[src/rtl/fpga_exit_reporter_pkg.sv]
// Shared types, constants and helpers for the exit reporter.
// The report line is "EXIT 0x" + 8 uppercase hex digits + CR + LF.
package fpga_exit_reporter_pkg;

  typedef enum logic [1:0] {
    StIdle,
    StSend,
    StDone
  } state_e;

  localparam int unsigned MSG_LEN    = 17;
  localparam int unsigned PREFIX_LEN = 7;

  localparam logic [7:0] ChE     = 8'h45;  // 'E'
  localparam logic [7:0] ChX     = 8'h58;  // 'X'
  localparam logic [7:0] ChI     = 8'h49;  // 'I'
  localparam logic [7:0] ChT     = 8'h54;  // 'T'
  localparam logic [7:0] ChSpace = 8'h20;  // ' '
  localparam logic [7:0] ChZero  = 8'h30;  // '0'
  localparam logic [7:0] ChLowX  = 8'h78;  // 'x'
  localparam logic [7:0] ChCr    = 8'h0D;
  localparam logic [7:0] ChLf    = 8'h0A;

  function automatic logic [7:0] hex_ascii(logic [3:0] nib);
    logic [7:0] res;
    if (nib < 4'd10) res = 8'h30 + {4'h0, nib};
    else             res = 8'h37 + {4'h0, nib};
    return res;
  endfunction

  function automatic logic [7:0] prefix_byte(logic [2:0] idx);
    logic [7:0] res;
    case (idx)
      3'd0:    res = ChE;
      3'd1:    res = ChX;
      3'd2:    res = ChI;
      3'd3:    res = ChT;
      3'd4:    res = ChSpace;
      3'd5:    res = ChZero;
      default: res = ChLowX;
    endcase
    return res;
  endfunction

  // Byte idx (0..MSG_LEN-1) of the report line for a given exit value.
  function automatic logic [7:0] msg_char(logic [4:0] idx, logic [31:0] value);
    logic [7:0]  res;
    logic [4:0]  hex_pos;
    logic [31:0] shifted;
    hex_pos = idx - 5'(PREFIX_LEN);
    // Move the wanted nibble to the top so the MSB nibble goes first.
    shifted = value << {hex_pos[2:0], 2'b00};
    if (idx < 5'(PREFIX_LEN))           res = prefix_byte(idx[2:0]);
    else if (idx < 5'(PREFIX_LEN + 8))  res = hex_ascii(shifted[31:28]);
    else if (idx == 5'(PREFIX_LEN + 8)) res = ChCr;
    else                                res = ChLf;
    return res;
  endfunction

endpackage

[src/rtl/fpga_exit_reporter_uart_tx_byte.sv]
// 8N1 UART byte serializer with back-to-back capability.
// Ports:
//   clk_i, rst_i  clock and asynchronous active-high reset
//   byte_i        byte to send, taken when valid_i && ready_o
//   valid_i       request to send byte_i
//   ready_o       idle, or finishing the stop bit this cycle
//   tx_o          registered serial line, idle high
//   done_o        1-cycle pulse in the last cycle of the stop bit
module uart_tx_byte #(
  parameter int unsigned CLKS_PER_BIT = 868
) (
  input  logic       clk_i,
  input  logic       rst_i,
  input  logic [7:0] byte_i,
  input  logic       valid_i,
  output logic       ready_o,
  output logic       tx_o,
  output logic       done_o
);

  localparam int unsigned CntW = (CLKS_PER_BIT > 1) ? $clog2(CLKS_PER_BIT) : 1;
  localparam logic [CntW-1:0] CntMax = CntW'(CLKS_PER_BIT - 1);
  localparam logic [3:0] StopIdx = 4'd9;

  logic            active_q, active_d;
  logic            tx_q, tx_d;
  logic [7:0]      shift_q, shift_d;
  logic [3:0]      bit_q, bit_d;
  logic [CntW-1:0] cnt_q, cnt_d;
  logic            bit_end, load;

  assign bit_end = active_q && (cnt_q == CntMax);
  assign done_o  = bit_end && (bit_q == StopIdx);
  // Accepting during the final stop cycle keeps frames back-to-back.
  assign ready_o = !active_q || done_o;
  assign load    = valid_i && ready_o;
  assign tx_o    = tx_q;

  always_comb begin
    active_d = active_q;
    tx_d     = tx_q;
    shift_d  = shift_q;
    bit_d    = bit_q;
    cnt_d    = cnt_q;
    if (load) begin
      active_d = 1'b1;
      tx_d     = 1'b0;
      shift_d  = byte_i;
      bit_d    = 4'd0;
      cnt_d    = '0;
    end else if (active_q) begin
      if (bit_end) begin
        cnt_d = '0;
        if (bit_q == StopIdx) begin
          active_d = 1'b0;
          tx_d     = 1'b1;
        end else begin
          // Ones shift in behind the data so the stop bit falls out naturally.
          bit_d   = bit_q + 4'd1;
          tx_d    = shift_q[0];
          shift_d = {1'b1, shift_q[7:1]};
        end
      end else begin
        cnt_d = cnt_q + 1'b1;
      end
    end
  end

  always_ff @(posedge clk_i or posedge rst_i) begin
    if (rst_i) begin
      active_q <= 1'b0;
      tx_q     <= 1'b1;
      shift_q  <= '0;
      bit_q    <= '0;
      cnt_q    <= '0;
    end else begin
      active_q <= active_d;
      tx_q     <= tx_d;
      shift_q  <= shift_d;
      bit_q    <= bit_d;
      cnt_q    <= cnt_d;
    end
  end

endmodule

[src/rtl/fpga_exit_reporter.sv]
// Latches the SoC exit value on a rising exit_valid_i, drives pass/fail LEDs
// and sends "EXIT 0xHHHHHHHH\r\n" over a UART TX pin.
// Build option FPGA_EXIT_REPORTER_UART_EN: when undefined, no serializer or
// message ROM is built, tx_o is tied high and SEND lasts one cycle.
// Ports:
//   clk_i, rst_i   clock and asynchronous active-high reset
//   exit_valid_i   SoC exit-valid level
//   exit_value_i   SoC exit value, sampled on capture
//   tx_o           UART 8N1 output, idle high
//   busy_o         report in progress (state SEND)
//   done_o         report for the last capture sent (state DONE)
//   pass_led_o     last captured value == 0
//   fail_led_o     last captured value != 0
//   value_o        last captured value
module fpga_exit_reporter
  import fpga_exit_reporter_pkg::*;
#(
  parameter int unsigned CLKS_PER_BIT = 868
) (
  input  logic        clk_i,
  input  logic        rst_i,
  input  logic        exit_valid_i,
  input  logic [31:0] exit_value_i,
  output logic        tx_o,
  output logic        busy_o,
  output logic        done_o,
  output logic        pass_led_o,
  output logic        fail_led_o,
  output logic [31:0] value_o
);

  state_e      state_q, state_d;
  logic        valid_q;
  logic [31:0] value_q;
  logic        pass_q, fail_q;
  logic        capture;

  // Edges seen while sending are dropped, but valid_q still tracks the level.
  assign capture = exit_valid_i && !valid_q && ((state_q == StIdle) || (state_q == StDone));

`ifdef FPGA_EXIT_REPORTER_UART_EN
  logic [4:0] idx_q;
  logic [4:0] send_idx;
  logic [7:0] msg_byte;
  logic       uart_valid, uart_ready, uart_done, uart_tx;

  // On the finishing cycle of a byte, present the following one so the
  // serializer can chain it without an idle bit.
  assign send_idx   = uart_done ? (idx_q + 5'd1) : idx_q;
  assign uart_valid = (state_q == StSend) && (send_idx < 5'(MSG_LEN));
  assign msg_byte   = msg_char(send_idx, value_q);

  always_ff @(posedge clk_i or posedge rst_i) begin
    if (rst_i) begin
      idx_q <= '0;
    end else if (capture) begin
      idx_q <= '0;
    end else if ((state_q == StSend) && uart_done) begin
      idx_q <= idx_q + 5'd1;
    end
  end

  uart_tx_byte #(
    .CLKS_PER_BIT(CLKS_PER_BIT)
  ) u_uart_tx_byte (
    .clk_i  (clk_i),
    .rst_i  (rst_i),
    .byte_i (msg_byte),
    .valid_i(uart_valid),
    .ready_o(uart_ready),
    .tx_o   (uart_tx),
    .done_o (uart_done)
  );

  assign tx_o = uart_tx;
`else
  assign tx_o = 1'b1;
`endif

  // State register.
  always_ff @(posedge clk_i or posedge rst_i) begin
    if (rst_i) begin
      state_q <= StIdle;
    end else begin
      state_q <= state_d;
    end
  end

  // Next-state logic.
  always_comb begin
    state_d = state_q;
    case (state_q)
      StIdle: if (capture) state_d = StSend;
`ifdef FPGA_EXIT_REPORTER_UART_EN
      StSend: if (uart_done && (idx_q == 5'(MSG_LEN - 1))) state_d = StDone;
`else
      StSend: state_d = StDone;
`endif
      StDone: if (capture) state_d = StSend;
      default: state_d = StIdle;
    endcase
  end

  // Outputs.
  always_comb begin
    busy_o = (state_q == StSend);
    done_o = (state_q == StDone);
  end

  always_ff @(posedge clk_i or posedge rst_i) begin
    if (rst_i) begin
      valid_q <= 1'b0;
      value_q <= '0;
      pass_q  <= 1'b0;
      fail_q  <= 1'b0;
    end else begin
      valid_q <= exit_valid_i;
      if (capture) begin
        value_q <= exit_value_i;
        pass_q  <= (exit_value_i == 32'd0);
        fail_q  <= (exit_value_i != 32'd0);
      end
    end
  end

  assign value_o    = value_q;
  assign pass_led_o = pass_q;
  assign fail_led_o = fail_q;

endmodule

[config.mk]
export PLATFORM = sky130hd
export DESIGN_NAME = fpga_exit_reporter
export DESIGN_NICKNAME = d
export VERILOG_FILES = /design/src/rtl/fpga_exit_reporter_pkg.sv /design/src/rtl/fpga_exit_reporter_uart_tx_byte.sv /design/src/rtl/fpga_exit_reporter.sv
export SDC_FILE = /design/constraint.sdc
export NUM_CORES = 1
export LEC_CHECK = 0
export CAP_MARGIN = 20
export CORE_MARGIN = 8
export CORE_UTILIZATION = 25
export CTS_BUF_LIST = sky130_fd_sc_hd__clkbuf_4 sky130_fd_sc_hd__clkbuf_8 sky130_fd_sc_hd__clkbuf_16
export DETAILED_ROUTE_END_ITERATION = 10
export DONT_BUFFER_PORTS = 1
export HOLD_SLACK_MARGIN = 0.1
export MAX_ROUTING_LAYER = met4
export REMOVE_ABC_BUFFERS = 1
export SYNTH_ARGS = -nofsm -noshare
export SYNTH_HDL_FRONTEND = slang
export SYNTH_SLANG_ARGS = --single-unit
[constraint.sdc]
create_clock -name clk_i -period 1.4 [get_ports clk_i]
set_input_delay 0.35 -clock clk_i [delete_from_list [all_inputs] [get_ports clk_i]]
set_output_delay 0.35 -clock clk_i [all_outputs]
set_load 0.05 [all_outputs]
Word-level counts from Yosys, hierarchy flattened
Index checks and enable logic that the tools add are counted.

Output and inout port bits: 37. Logic and storage cells: 18. Register bits: 37. Input bits: 35.

Equality and inequality tests: 3. Multiplexer cells: 2. Reductions and logical operators: 8.

Operators with widths (count): $logic_not A32 Y1 (1); $reduce_bool A32 Y1 (1); $pmux W2 S2 (1); $eq A2 B1 Y1 const B (1); $eq A2 B2 Y1 const B (1); $logic_and A1 B1 Y1 (2); $logic_not A2 Y1 (1); $mux W2 (1); $ne A2 B1 Y1 const B (1); $reduce_or A2 Y1 (1); $logic_not A1 Y1 (1); $logic_or A1 B1 Y1 (1).

Longest topological paths before layout
Gate-level depths: netlist of the first run.

Depth in word-level cells: 5. Mapped depth: 5. Gate-level depth less buffers: 4.

Least setup slack after synthesis of the first run
Ideal clock, no wire load.

Kind: register to output. Start point: register state_q[0]. End point: output port busy_o. Buffers on the path: 0. Data arrival time: 1.214 ns. Stages on the path, launching flop included: 2. Setup slack: -0.164 ns. Data required time: 1.050 ns. Cells stage by stage: dfrtp_1 nor2b_1.

Word-level cells in the longest chain between the ends: 1.

Ends and longest elaborated chain: start, declared (RTL line fpga_exit_reporter.sv:32) `state_e state_q, state_d;`; start signal, assigned (RTL line fpga_exit_reporter.sv:83) `state_q <= StIdle;`; start signal, assigned (RTL line fpga_exit_reporter.sv:85) `state_q <= state_d;`; $eq A2 B1 Y1 (RTL line fpga_exit_reporter.sv:106) `busy_o = (state_q == StSend);`; end, declared (RTL line fpga_exit_reporter.sv:25) `output logic busy_o,`.

No other way between the ends.

Worst setup path in the final report of the first run
Start point: register state_q[0]. End point: register value_q[9], in the netlist value_o[9].

Word-level cells in the longest chain between the ends: 3. Elaborated cells on any way between the ends: 4. Classes of those cells: eq/ne: 1; reduce/logical: 3.

Ends and longest elaborated chain: $eq A2 B2 Y1 or $logic_not A2 Y1 (tied branches) (RTL line fpga_exit_reporter.sv:39) `assign capture = exit_valid_i && !valid_q && ((state_q == StIdle) || (state_q == StDone));`; $logic_or A1 B1 Y1 (*) (RTL line fpga_exit_reporter.sv:39); $logic_and A1 B1 Y1 (*) (RTL line fpga_exit_reporter.sv:39); end signal, assigned (RTL line fpga_exit_reporter.sv:119) `value_q <= exit_value_i;`; end, declared (RTL line fpga_exit_reporter.sv:34) `logic [31:0] value_q;`.

Mark *: on every way between the ends. The rest lies on a longest branch, timed or not. A chain may end at the register's enable or synchronous reset.

==> run summary, run 1 <==
status -> complete, no violations
Post-Place Setup Slack -> 0.0237 ns
Final Net Count -> 140
cts bufs inserted -> 5
crit path launch type -> flop
unrepaired setup endpoints after global routing -> yes
slowest stage cell, crit path -> dfrtp_2
Tcrit/Tclk final -> 98.5%
post-synth top area cell -> dfrtp_1
CTS tree -> built
CP Depth -> 4
P_int -> 1.78 mW
DRT Pass-1 Iters -> 2
row cnt -> 28
dominant synthesized flop cell -> dfrtp_1
final max-slew violation count -> 0
Yosys reg bits -> 37
routed len/inst -> 20.2 um
sequential power share -> 65.4%
die footprint -> 8640 um^2
worst slew pin tran -> 0.517 ns
drt first-iter violations -> 8
Combinational Power Share -> 10.5%
share of the synthesized area in the top cell type -> 62.6%
VDD IR max -> 475 uV
Synth area leaders -> dfrtp_1, mux2_2, nor4_1
Die Width -> 92.9 um
Bufs and invs on worst path -> 2
Setup Crit Path Kind -> reg2reg
IO Count -> 72
clock-pin slew on the worst setup and hold paths -> 0.08 ns
DRT Wirelength -> 3.65 mm
worst-path cell chain -> buf_4, nor2_8, buf_12, mux2_2
cells on worst reg2reg path -> 4
Unique masters post-synth -> 16
Setup Skew -> 0.0104 ns
Routability Congestion -> 0.674
vias -> 830
syn_area_per_cell -> 15.7 um^2
Fin. Hold Viols -> 0
Hold Crit Depth -> 1
Initial Utilization -> 25.5%
yosys warns -> 0
register area -> 927 um^2
crit path max fanout -> 27
reg2reg setup slack -> 0.02 ns
antenna violations before repair -> 0
number of global-route vias before repair -> 991
first-pass GRT wire length -> 5.64 mm
critical path endpoint category -> flop
maxcap violations -> 0
LEAKAGE -> 0.712 nW
Crit path required time -> 1.56 ns
CTS Sinks -> 37
Clock power frac -> 24.2%
Pwr Density -> 1730 nW/um^2
clock root cell -> clkbuf_8
fraction of layout cells with a size suffix above 1 -> 48.1%
die height -> 92.9 um
Clock Latency Late Sink -> 0.29 ns
port bufs -> 0
hold slack -> 0.208 ns
maximum buffer depth of the clock tree -> 2
area of the mapped netlist -> 1480 um^2
filler instances -> 593
Switch Pwr -> 1.22 mW
Peak Freq -> 725 MHz
Hold/Removal Path Class -> in2reg
footprint of the multi-input gates -> 519 um^2
diode count -> 0
total core area -> 5820 um^2
FFs w/ async S/R, synth -> 100%
delay-heaviest family, CP -> flip-flops
final setup violation count -> 0
DR vias/cell -> 4.59
H-tree level count -> 2
Residual DRC -> 0
Congestion Overflow GR -> 0
slew margin rel. -> 65.5%
post-layout min period -> 1.38 ns
Post-DRT Antenna Nets -> 0
sw frac -> 40.7%
Post-Synthesis Cells -> 94
critical path data arrival time -> 1.54 ns
Seq/Total Area, Yosys -> 62.6%
Area Overhead vs Synth -> 17.0%
Core Util, Final -> 29.8%
most common cell in the netlist -> dfrtp_1
global-route usage over all layers -> 8.92%
Final Worst Setup Slack -> 0.0213 ns
largest net degree at the start of global routing -> 38
Post-synth EDFFs -> 0
Post-synth top cells -> dfrtp_1, mux2_2, nor4_1, buf_6
CP max stage delay -> 0.42 ns
DP HPWL -> 2.92 mm
==> final timing paths <==
| path | start | to |
|---|---|---|
| hold reg to reg | state_q[1]$_DFFE_PP0P_ | state_q[1]$_DFFE_PP0P_ |
| setup / recovery | state_q[0]$_DFFE_PP0P_ | value_o[9]$_DFFE_PP0P_ |
| setup reg to reg | state_q[0]$_DFFE_PP0P_ | value_o[9]$_DFFE_PP0P_ |
| hold / removal | exit_value_i[4] | value_o[4]$_DFFE_PP0P_ |
| max in group asynchronous | rst_i | state_q[0]$_DFFE_PP0P_ |
| min in group asynchronous | rst_i | value_o[3]$_DFFE_PP0P_ |
==> power groups by stage <==
stage,logic (mW),registers [mW],clock network (mW)
detailed placement,0.305,1.99,0
global placement,0.283,1.98,0
CTS,0.315,1.97,0.771
floorplan,0.239,1.93,0
finish,0.315,1.96,0.725
global route,0.345,1.99,0.813
==> sequential cells by signal, indices dropped and copies added (netlist names) <==
name,flops
value_o,32
pass_led_o,1
fail_led_o,1
state_q,2
valid_q,1
==> cell usage in the layout, fill, tap and decap left out, drive strengths merged <==
master,instances
o22a,1
mux2,32
nor2,1
inv,2
nand2b,1
clkinv,2
nor2b,2
and4,1
dfrtp,37
a21o,1
clkbuf,6
nand3,2
o22ai,1
nor4,8
dlygate4sd3,2
buf,6
conb,1
==> per-stage QoR <==
stage / std cells / instance area [um^2] / TNS [ns] / total power [mW]
2_1_floorplan: 90 / 1440 / -0.354 / 2.17
3_3_place_gp: 170 / 1600 / 0 / 2.26
3_5_place_dp: 170 / 1600 / 0 / 2.29
4_1_cts: 181 / 1720 / 0 / 3.05
5_1_grt: 181 / 1730 / -0.234 / 3.15
6_report: 181 / 1730 / 0 / 3.00
==> routing by layer <==
metal | up-vias | track usage (%) | share of wire (%)
met2 | 45 | 14.9 | 52
met5 | - | - | 0
met4 | 0 | 2.42 | 0.60
met1 | 425 | 7.91 | 32
li1 | 358 | - | -
met3 | 2 | 6.31 | 15
==> cell families after synthesis <==
logic type | synth area share [%]
compound gates | 1.52
buf+inv | 3.30
flops | 62.6
mux | 24.6
other cells | 0.253
simple gates | 7.78
==> cell type report <==
| cell class | instances | area share [%] |
|---|---|---|
| Clock inverter | 2 | 0.578 |
| Clock buffer | 6 | 4.41 |
| Sequential cell | 37 | 53.5 |
| Multi-Input combinational cell | 51 | 30.0 |
| Tap cell | 75 | 5.42 |
| Timing Repair Buffer | 8 | 5.64 |
| Inverter | 2 | 0.434 |
==> worst register-to-register path: cells and delay by family, from the launching register on <==
| kind | cells | cell delay [ns] |
|---|---|---|
| buffers and inverters | 2 | 0.35 |
| DFF | 1 | 0.42 |
| muxes | 1 | 0.37 |
| and+or+nand+nor | 1 | 0.12 |
==> repair_timing <==
| item | in CTS | in global routing |
|---|---|---|
| setup buffers | 1 | 0 |
| resized for setup | 3 | 4 |
| setup endpoints to repair | 2 | 15 |
| hold buffers | 2 | 0 |
| hold endpoints to repair | 38 | 0 |
Power figures use the tool's default switching activity.
==> run 2, diff against run 1 <==
CTS_CLUSTER_SIZE = 10   (was not set)
==> results of run 2 <==
Final layout, timing and power as in run 1 (identical DEF).
==> run 3, diff against run 2 <==
TNS_END_PERCENT = 30   (was not set)
==> run summary, run 3 (synthesized netlist as in run 1, its figures left out) <==
Die Width -> 92.9 um (unchanged)
Switch Pwr -> 1.22 mW (unchanged)
largest net degree at the start of global routing -> 38 (unchanged)
CP max stage delay -> 0.42 ns (about the same)
Clock Latency Late Sink -> 0.29 ns (about the same)
critical path data arrival time -> 1.54 ns (about the same)
Hold/Removal Path Class -> in2reg
LEAKAGE -> 0.712 nW (unchanged)
leading cell type in the layout, fill and taps excluded -> dfrtp_1
clock root cell -> clkbuf_8
diode count -> 0 (unchanged)
Core Util, Final -> 29.8% (unchanged)
antenna violations before repair -> 0 (unchanged)
max reg flops -> 32 (unchanged)
CTS Sinks -> 37 (unchanged)
Clock power frac -> 24.2% (about the same)
global-route usage over all layers -> 8.92% (unchanged)
Residual DRC -> 0 (unchanged)
DRT Pass-1 Iters -> 2 (unchanged)
drt first-iter violations -> 8 (unchanged)
VDD IR max -> 475 uV (unchanged)
row cnt -> 28 (unchanged)
IO Count -> 72 (unchanged)
Crit path required time -> 1.56 ns (about the same)
maximum buffer depth of the clock tree -> 2 (unchanged)
critical path endpoint category -> flop
sequential power share -> 65.4% (about the same)
Post-DRT Antenna Nets -> 0 (unchanged)
DP HPWL -> 2.92 mm (unchanged)
crit path launch type -> flop
die footprint -> 8640 um^2 (unchanged)
sw frac -> 40.7% (unchanged)
most frequent cells in the layout -> dfrtp_1, mux2_2, nor4_1, clkbuf_8
Post-DP Area -> 1600 um^2 (unchanged)
slowest stage cell, crit path -> dfrtp_2
maxcap violations -> 0 (unchanged)
fraction of layout cells with a size suffix above 1 -> 48.1% (unchanged)
Tcrit/Tclk final -> 98.5% (unchanged)
design area -> 1730 um^2 (unchanged)
P_int -> 1.78 mW (unchanged)
total core area -> 5820 um^2 (unchanged)
worst slew pin tran -> 0.517 ns (unchanged)
vias -> 830 (unchanged)
Setup Skew -> 0.0104 ns (unchanged)
Area Overhead vs Synth -> 17.0% (unchanged)
Pwr Density -> 1730 nW/um^2 (unchanged)
number of global-route vias before repair -> 991 (unchanged)
Peak Freq -> 725 MHz (unchanged)
Fin. Hold Viols -> 0 (unchanged)
unrepaired setup endpoints after global routing -> yes
post-layout min period -> 1.38 ns (unchanged)
port bufs -> 0 (unchanged)
final max-slew violation count -> 0 (unchanged)
CTS tree -> built
final setup violation count -> 0 (unchanged)
Routability Congestion -> 0.674 (unchanged)
worst-path cell chain -> buf_4, nor2_8, buf_12, mux2_2
die height -> 92.9 um (unchanged)
Congestion Overflow GR -> 0 (unchanged)
status -> complete, no violations
filler instances -> 593 (unchanged)
clock-pin slew on the worst setup and hold paths -> 0.08 ns (about the same)
Final Net Count -> 140 (unchanged)
crit path max fanout -> 27 (unchanged)
cts bufs inserted -> 5 (unchanged)
Setup Crit Path Kind -> reg2reg
Initial Utilization -> 25.5% (unchanged)
slew margin rel. -> 65.5% (unchanged)
routed len/inst -> 20.2 um (unchanged)
DRT Wirelength -> 3.65 mm (unchanged)
DR vias/cell -> 4.59 (unchanged)
Combinational Power Share -> 10.5% (about the same)
first-pass GRT wire length -> 5.64 mm (unchanged)
H-tree level count -> 2 (unchanged)
Power Total -> 3.00 mW (unchanged)
[run 3: cell counts in the layout (fill, tap and decap cells not counted)]
No cell type changed its count.
[run 3: area by class of cell]
cell class	instances	area, um^2	share of cell area (%)
clock buffers	6	76.3	4.41
clock inverters	2	10.0	0.578
inverters	2	7.51	0.434
multi-input cells	51	519	30.0
flip-flops and latches	37	927	53.5
well taps	75	93.8	5.42
repair buffers	8	97.6	5.64
[run 3: path summary, 6_finish.rpt]
path	start	to	slack (ns)	cells past startpoint
worst max-delay path	state_q[0]$_DFFE_PP0P_	value_o[9]$_DFFE_PP0P_	0.02	4
worst min-delay path	exit_value_i[4]	value_o[4]$_DFFE_PP0P_	0.21	1
worst max register to register	state_q[0]$_DFFE_PP0P_	value_o[9]$_DFFE_PP0P_	0.02	4
worst min register to register	state_q[1]$_DFFE_PP0P_	state_q[1]$_DFFE_PP0P_	0.63	2
max in group asynchronous	rst_i	state_q[0]$_DFFE_PP0P_	0.63	3
min in group asynchronous	rst_i	value_o[3]$_DFFE_PP0P_	0.58	3
[run 3: critical path, delay by kind of cell (launching register included)]
family,cells,cell delay (ns)
mux,1,0.36
flops,1,0.42
buf+inv,2,0.35
simple gates,1,0.11
[run 3: per-stage QoR]
| stage | hold slack [ns] | TNS, ns | cells | setup WS, ns |
|---|---|---|---|---|
| after detailed placement | 0.331 | 0 | 170 | 0.0237 |
| after CTS | 0.194 | 0 | 181 | 0.0178 |
| final | 0.208 | 0 | 181 | 0.0213 |
| after global routing | 0.188 | -0.234 | 181 | -0.0315 |
| after global placement | 0.302 | 0 | 170 | 0.0193 |
| after floorplan | 0.381 | -0.354 | 90 | -0.164 |
[run 3: timing repair]
item / CTS / global route
resized for setup: 3 / 4
hold buffers: 2 / 0
setup endpoints to repair: 2 / 15
endpoints found under the hold margin: 38 / 0
buffers inserted: 1 / 0
[run 3: power groups by stage]
| stage | combinational [mW] | sequential [mW] | clock, mW |
|---|---|---|---|
| 6_report | 0.315 | 1.96 | 0.725 |
| 2_1_floorplan | 0.239 | 1.93 | 0 |
| 3_3_place_gp | 0.283 | 1.98 | 0 |
| 4_1_cts | 0.315 | 1.97 | 0.771 |
| 3_5_place_dp | 0.305 | 1.99 | 0 |
| 5_1_grt | 0.345 | 1.99 | 0.813 |
[run 3: metal layers]
metal | vias to the layer above | part of all wire [%] | GRT usage (%) | routed length (um)
met5 | - | 0 | - | 0
met4 | 0 | 0.60 | 2.42 | 22
met3 | 2 | 15 | 6.31 | 543
met2 | 45 | 52 | 14.9 | 1910
met1 | 425 | 32 | 7.91 | 1170
li1 | 358 | - | - | -
